--- src/rtl/instruction_buffer_pkg.sv ---
// instruction_buffer_pkg
//   Shared definitions for the fetch->decode instruction buffer.
//   - NOP_INSTRUCTION : word presented to decode when no entry is valid
//   - ptr_width()     : index width for a storage array of a given depth
//   - entry_t         : {PC, instruction} pair at the default core widths
//                       (16-bit PC, 32-bit instruction)
package instruction_buffer_pkg;

  localparam int PC_BITS    = 16;
  localparam int INSTR_BITS = 32;

  // addi x0, x0, 0
  localparam logic [INSTR_BITS-1:0] NOP_INSTRUCTION = 32'h00000013;

  typedef struct packed {
    logic [PC_BITS-1:0]    pc;
    logic [INSTR_BITS-1:0] instruction;
  } entry_t;

  // A depth of 1 would give a zero-width pointer; clamp to one bit.
  function automatic int ptr_width(input int depth);
    return (depth > 1) ? $clog2(depth) : 1;
  endfunction

endpackage

--- src/rtl/instruction_buffer_storage.sv ---
// instruction_buffer_storage
//   Entry array for the instruction buffer: one synchronous write port and
//   one asynchronous (combinational) read port, both addressed by pointer.
//   Contents are never reset; validity is tracked by the owner's count.
//   Ports:
//     clock   : rising-edge clock
//     wr_en   : write wr_data into slot wr_ptr on the edge
//     wr_ptr  : write index
//     wr_data : entry to store
//     rd_ptr  : read index
//     rd_data : entry at rd_ptr (combinational)
module instruction_buffer_storage #(
  parameter int WIDTH = 48,
  parameter int DEPTH = 4,
  parameter int PTR_W = 2
) (
  input  logic             clock,
  input  logic             wr_en,
  input  logic [PTR_W-1:0] wr_ptr,
  input  logic [WIDTH-1:0] wr_data,
  input  logic [PTR_W-1:0] rd_ptr,
  output logic [WIDTH-1:0] rd_data
);

  logic [WIDTH-1:0] mem [DEPTH];

  always_ff @(posedge clock) begin
    if (wr_en) mem[wr_ptr] <= wr_data;
  end

  assign rd_data = mem[rd_ptr];

endmodule

--- src/rtl/instruction_buffer.sv ---
// instruction_buffer
//   Small circular FIFO of {PC, instruction} pairs between fetch and decode.
//   Valid/ready on both sides; flush (fetch redirect) empties the buffer.
//   in_ready depends only on registered occupancy, so fetch can use it as
//   its PC hold without any combinational path from decode.
//   Optional build macro: INSTR_BUFFER_BYPASS_EN
//     When defined, an empty buffer forwards the incoming pair to decode in
//     the same cycle (0-cycle latency); if decode takes it, it is never
//     written. When undefined, minimum latency is one cycle.
//   Ports:
//     clock, reset          : rising-edge clock, async active-high reset
//     flush                 : discard all entries (priority over push/pop)
//     in_valid/in_ready     : fetch-side handshake
//     in_PC, in_instruction : incoming pair
//     out_valid/out_ready   : decode-side handshake
//     out_PC, out_instruction : head pair (0 / NOP when out_valid is low)
//     count                 : occupancy, 0..DEPTH
module instruction_buffer
  import instruction_buffer_pkg::*;
#(
  parameter int ADDRESS_BITS = 16,
  parameter int DATA_WIDTH   = 32,
  parameter int DEPTH        = 4
) (
  input  logic                       clock,
  input  logic                       reset,
  input  logic                       flush,
  input  logic                       in_valid,
  input  logic [ADDRESS_BITS-1:0]    in_PC,
  input  logic [DATA_WIDTH-1:0]      in_instruction,
  output logic                       in_ready,
  output logic                       out_valid,
  output logic [ADDRESS_BITS-1:0]    out_PC,
  output logic [DATA_WIDTH-1:0]      out_instruction,
  input  logic                       out_ready,
  output logic [$clog2(DEPTH):0]     count
);

  localparam int PTR_W = ptr_width(DEPTH);
  localparam int CNT_W = $clog2(DEPTH) + 1;

  // Local view of an entry at this instance's widths.
  typedef struct packed {
    logic [ADDRESS_BITS-1:0] pc;
    logic [DATA_WIDTH-1:0]   instruction;
  } slot_t;

  localparam int SLOT_W = $bits(slot_t);

  logic [PTR_W-1:0] wr_ptr;
  logic [PTR_W-1:0] rd_ptr;
  logic [CNT_W-1:0] count_q;

  slot_t wr_slot;
  slot_t rd_slot;
  slot_t head;

  logic not_empty;
  logic wr_en;
  logic rd_en;

  assign wr_slot   = '{pc: in_PC, instruction: in_instruction};
  assign not_empty = (count_q != '0);
  assign in_ready  = (count_q != CNT_W'(DEPTH));

`ifdef INSTR_BUFFER_BYPASS_EN
  logic bypass;

  // Empty buffer with a live pair and no redirect: show it to decode now.
  assign bypass    = !not_empty && in_valid && !flush;
  assign out_valid = not_empty || bypass;
  assign head      = bypass ? wr_slot : rd_slot;
  // A bypassed pair that decode accepts is consumed directly, never stored.
  assign wr_en     = in_valid && in_ready && !(bypass && out_ready);
  assign rd_en     = not_empty && out_ready;
`else
  assign out_valid = not_empty;
  assign head      = rd_slot;
  assign wr_en     = in_valid && in_ready;
  assign rd_en     = not_empty && out_ready;
`endif

  assign out_PC          = out_valid ? head.pc : '0;
  assign out_instruction = out_valid ? head.instruction
                                     : DATA_WIDTH'(NOP_INSTRUCTION);
  assign count           = count_q;

  instruction_buffer_storage #(
    .WIDTH (SLOT_W),
    .DEPTH (DEPTH),
    .PTR_W (PTR_W)
  ) u_storage (
    .clock   (clock),
    .wr_en   (wr_en && !flush),
    .wr_ptr  (wr_ptr),
    .wr_data (wr_slot),
    .rd_ptr  (rd_ptr),
    .rd_data (rd_slot)
  );

  // Pointer / occupancy update; full vs empty is decided by count only.
  always_ff @(posedge clock or posedge reset) begin
    if (reset) begin
      wr_ptr  <= '0;
      rd_ptr  <= '0;
      count_q <= '0;
    end else if (flush) begin
      wr_ptr  <= '0;
      rd_ptr  <= '0;
      count_q <= '0;
    end else begin
      if (wr_en) wr_ptr <= wr_ptr + PTR_W'(1);
      if (rd_en) rd_ptr <= rd_ptr + PTR_W'(1);
      count_q <= count_q + CNT_W'(wr_en) - CNT_W'(rd_en);
    end
  end

endmodule
--- config.mk ---
export PLATFORM = sky130hd
export DESIGN_NAME = instruction_buffer
export DESIGN_NICKNAME = d
export VERILOG_FILES = /design/src/rtl/instruction_buffer_pkg.sv /design/src/rtl/instruction_buffer_storage.sv /design/src/rtl/instruction_buffer.sv
export SDC_FILE = /design/constraint.sdc
export NUM_CORES = 1
export LEC_CHECK = 0
export CORE_AREA = 2 2 163 165
export CTS_BUF_LIST = sky130_fd_sc_hd__clkbuf_4 sky130_fd_sc_hd__clkbuf_8
export DETAILED_ROUTE_END_ITERATION = 8
export DIE_AREA = 0 0 165 167
export PLACE_DENSITY_LB_ADDON = 0.15
export SLEW_MARGIN = 20
export SYNTH_ARGS = -nofsm -noshare
export SYNTH_HDL_FRONTEND = slang
export SYNTH_HIERARCHICAL = 1
export SYNTH_SLANG_ARGS = --single-unit
--- constraint.sdc ---
create_clock -name clock -period 6.7 [get_ports clock]
set_input_delay 1.34 -clock clock [delete_from_list [all_inputs] [get_ports clock]]
set_output_delay 1.34 -clock clock [all_outputs]
set_load 0.01 [all_outputs]
==> impl_metrics.tcl <==
set metrics [dict create \
    status "completed" \
    grt_pass1_vias 4046 \
    drv_slew 0 \
    critical_path_class "reg2out" \
    timing.rr.end "u_storage/mem[3][19]" \
    drv_cap 0 \
    drt_iter0_drc 161 \
    hold_path_class "reg2reg" \
    drive_gt1_share_pct 21.22 \
    rsz0062_at_grt "false" \
    wl_met2_um 7835 \
    first_pass_iters 4 \
    start_util_pct 29.78 \
    antenna_found_initial 0 \
    synth-compound-area-share_pct 0.2283 \
    peakVddDrop_uv 278.3 \
    reg2reg_depth 5 \
    max_stage_delay_ns 0.97 \
    place_ws_ns 2.530 \
    final_util_pct 36.78 \
    ys_seq_elements 199 \
    numPortBuffers 105 \
    crit_chain "buf_4 > mux4_2 > or2_2 > clkdlybuf4s50_1" \
    clock_latency_ns 0.45 \
    cellPowerDensity_mw_per_mm2 344.9 \
    synth_area_per_cell_um2 22.11 \
    yosys.area.top_type_share_pct 75.13 \
    setup-tns-final_ns 0 \
    synth_area_leader_cell "edfxtp_1" \
    coreArea_mm2 0.02576 \
    period_minus_slack_ns 4.532 \
    synthMuxAreaShare_pct 14.43 \
    finalPower_uw 3268 \
    die_w_um 165 \
    layout_commonest_cell "edfxtp_1" \
    final.period_utilization_pct 67.64 \
    vias_per_cell 4.509 \
    hold_buffers 0 \
    netlist_instances 347 \
    final_cell_mix "192 x edfxtp_1, 105 x clkdlybuf4s50_1, 48 x nor2b_1, 48 x mux4_2, 17 x clkbuf_8" \
    cts_resized 0 \
    die_area_mm2 0.02756 \
    slew_headroom_pct 43.85 \
    slowest_stage "dfrtp_4" \
    r2r_setup_slack_ns 4.08 \
    synth_warnings 6 \
    cts.sinks 199 \
    diodes 0 \
    fmax_ghz 0.2207 \
    yosys.area_share.simple_pct 5.576 \
    grt_max_degree 52 \
    crit_end "out_instruction[4]" \
    finalHoldViolCount 0 \
    vias 3657 \
    grt_pass1_wl_um 23870 \
    route.detailed.drc 0 \
    setup_viol 0 \
    route.met3.wl_um 714 \
    clk_pin_slew_ns 0.09 \
    synthAdderAreaFrac_pct 0.5870 \
    cp_data_required_time_ns 5.36 \
    cts_htree_levels 4 \
    post_synth_num_cell_types 30 \
    synth-xor-area-share_pct 0.2283 \
    setup_ws_ns 2.168 \
    syn-num-nets 403 \
    cts_inserted_buffers 17 \
    cp_top_family "flip-flops" \
    synth-seq-area-share_pct 77.42 \
    ant_nets 0 \
    critPathArrivalTime_ns 3.19 \
    drt-met1-wl_um 6929 \
    synth_top_family_by_area "multiplexers" \
    globalRouteTotalUtil_pct 11.99 \
    worst-path-max-fanout 38 \
    num_rows 59 \
    place_congestion 0.6473 \
    leakage_uw 0.002951 \
    nets 519 \
    dp_hpwl_um 9009 \
    tightestPinTransition_ns 0.8423 \
    crit_path_end_kind "primary output" \
    start_kind "flop" \
    tritoncts "yes" \
    area_growth_syn_to_layout_pct 23.50 \
    worstPathBufferInverterCount 2 \
    die_h_um 167 \
    synth_area_mm2 0.007674 \
    cp.depth 4 \
    maxUsedRoutingLayer "met4" \
    cts_buffer_depth 2 \
    clock_skew_ns 0.01194 \
    ios 106 \
    routedWlPerCell_um 19.25 \
    postCtsSetupBuffers 0 \
    startpoint "rd_ptr[0]" \
    cts_root_buffer "clkbuf_8" \
    routed_wl_um 15610 \
    synth_area_leaders "edfxtp_1 75%, mux4_2 14%, nor2b_1 3.9%" \
    regToRegStartpoint "count[2]" \
    overflow 0 \
]
cell usage after synthesis:
library cell	count
and2_2	1
buf_2	7
buf_6	3
mux2_1	1
nor3b_1	1
or3_1	1
dfrtp_1	7
nor3_2	1
clkbuf_1	4
mux4_2	48
and3b_1	2
nor2b_1	48
a21oi_1	1
fa_1	1
nor2_1	6
or2_2	3
mux2_4	1
and3_1	1
nand2_1	1
o21ai_1	1
buf_4	2
nand2_2	1
nor3_1	1
o31ai_1	1
ha_1	2
inv_1	5
xor2_1	2
or3b_4	1
edfxtp_1	192
nand3_1	1
how the worst min path moves through the flow:
stage	startpoint	endpoint	depth (start not counted)
final	count[2]	count[2]	2
after global routing	wr_ptr[1]	wr_ptr[1]	2
after CTS	count[2]	count[2]	2
after detailed placement	count[2]	count[2]	2
after global placement	wr_ptr[1]	wr_ptr[1]	2
after floorplan	rd_ptr[1]	rd_ptr[1]	2
per-layer routing:
metal	vias to the layer above	global-route usage (%)
li1	1623	-
met2	90	19.44
met4	0	2.949
met1	1935	15.89
met5	-	0
met3	9	3.462
where the power goes:
part,switching [uW],leakage (uW),internal (uW)
Clock,413,0.000180,276
Combinational,423,0.000940,598
Sequential,107,0.00183,1450
Total,943,0.00295,2320
tightest hold or removal path: cells and delay by family (launching register included):
family / cells / cell delay (ns)
and+or+nand+nor: 2 / 0.18
DFF: 1 / 0.47
area by class of cell:
cell class	count	area, um^2
fill	2392	16290
sequential	199	5946
multi-input combinational	127	1630
timing repair buffer	113	1111
tap	335	419.2
clock buffer	20	256.5
clock inverter	12	95.09
inverter	5	18.77
per-stage QoR:
stage	cells	instance area, um^2	hold slack, ns
3_5_place_dp	779	9125	0.6668
5_1_grt	811	9477	0.7259
3_3_place_gp	779	9125	0.6383
2_1_floorplan	347	7674	0.5560
4_1_cts	811	9477	0.6858
6_report	811	9477	0.6813
registers in the layout (all words and copies together), names as in the netlist:
register and cells:
count 3, rd_ptr 2, u_storage/mem 192, wr_ptr 2
cells by family (layout without fill, tap and decap cells):
group / Yosys count / in the layout
XOR/XNOR: 2 / 2
multiplexers: 50 / 50
AO/OA/AOI/OAI: 3 / 3
adder cells (fa/ha/maj): 3 / 3
buffers and inverters: 21 / 150
AND/OR/NAND/NOR: 69 / 69
flip-flops: 199 / 199
No activity file was read; power rests on OpenSTA's default activity.
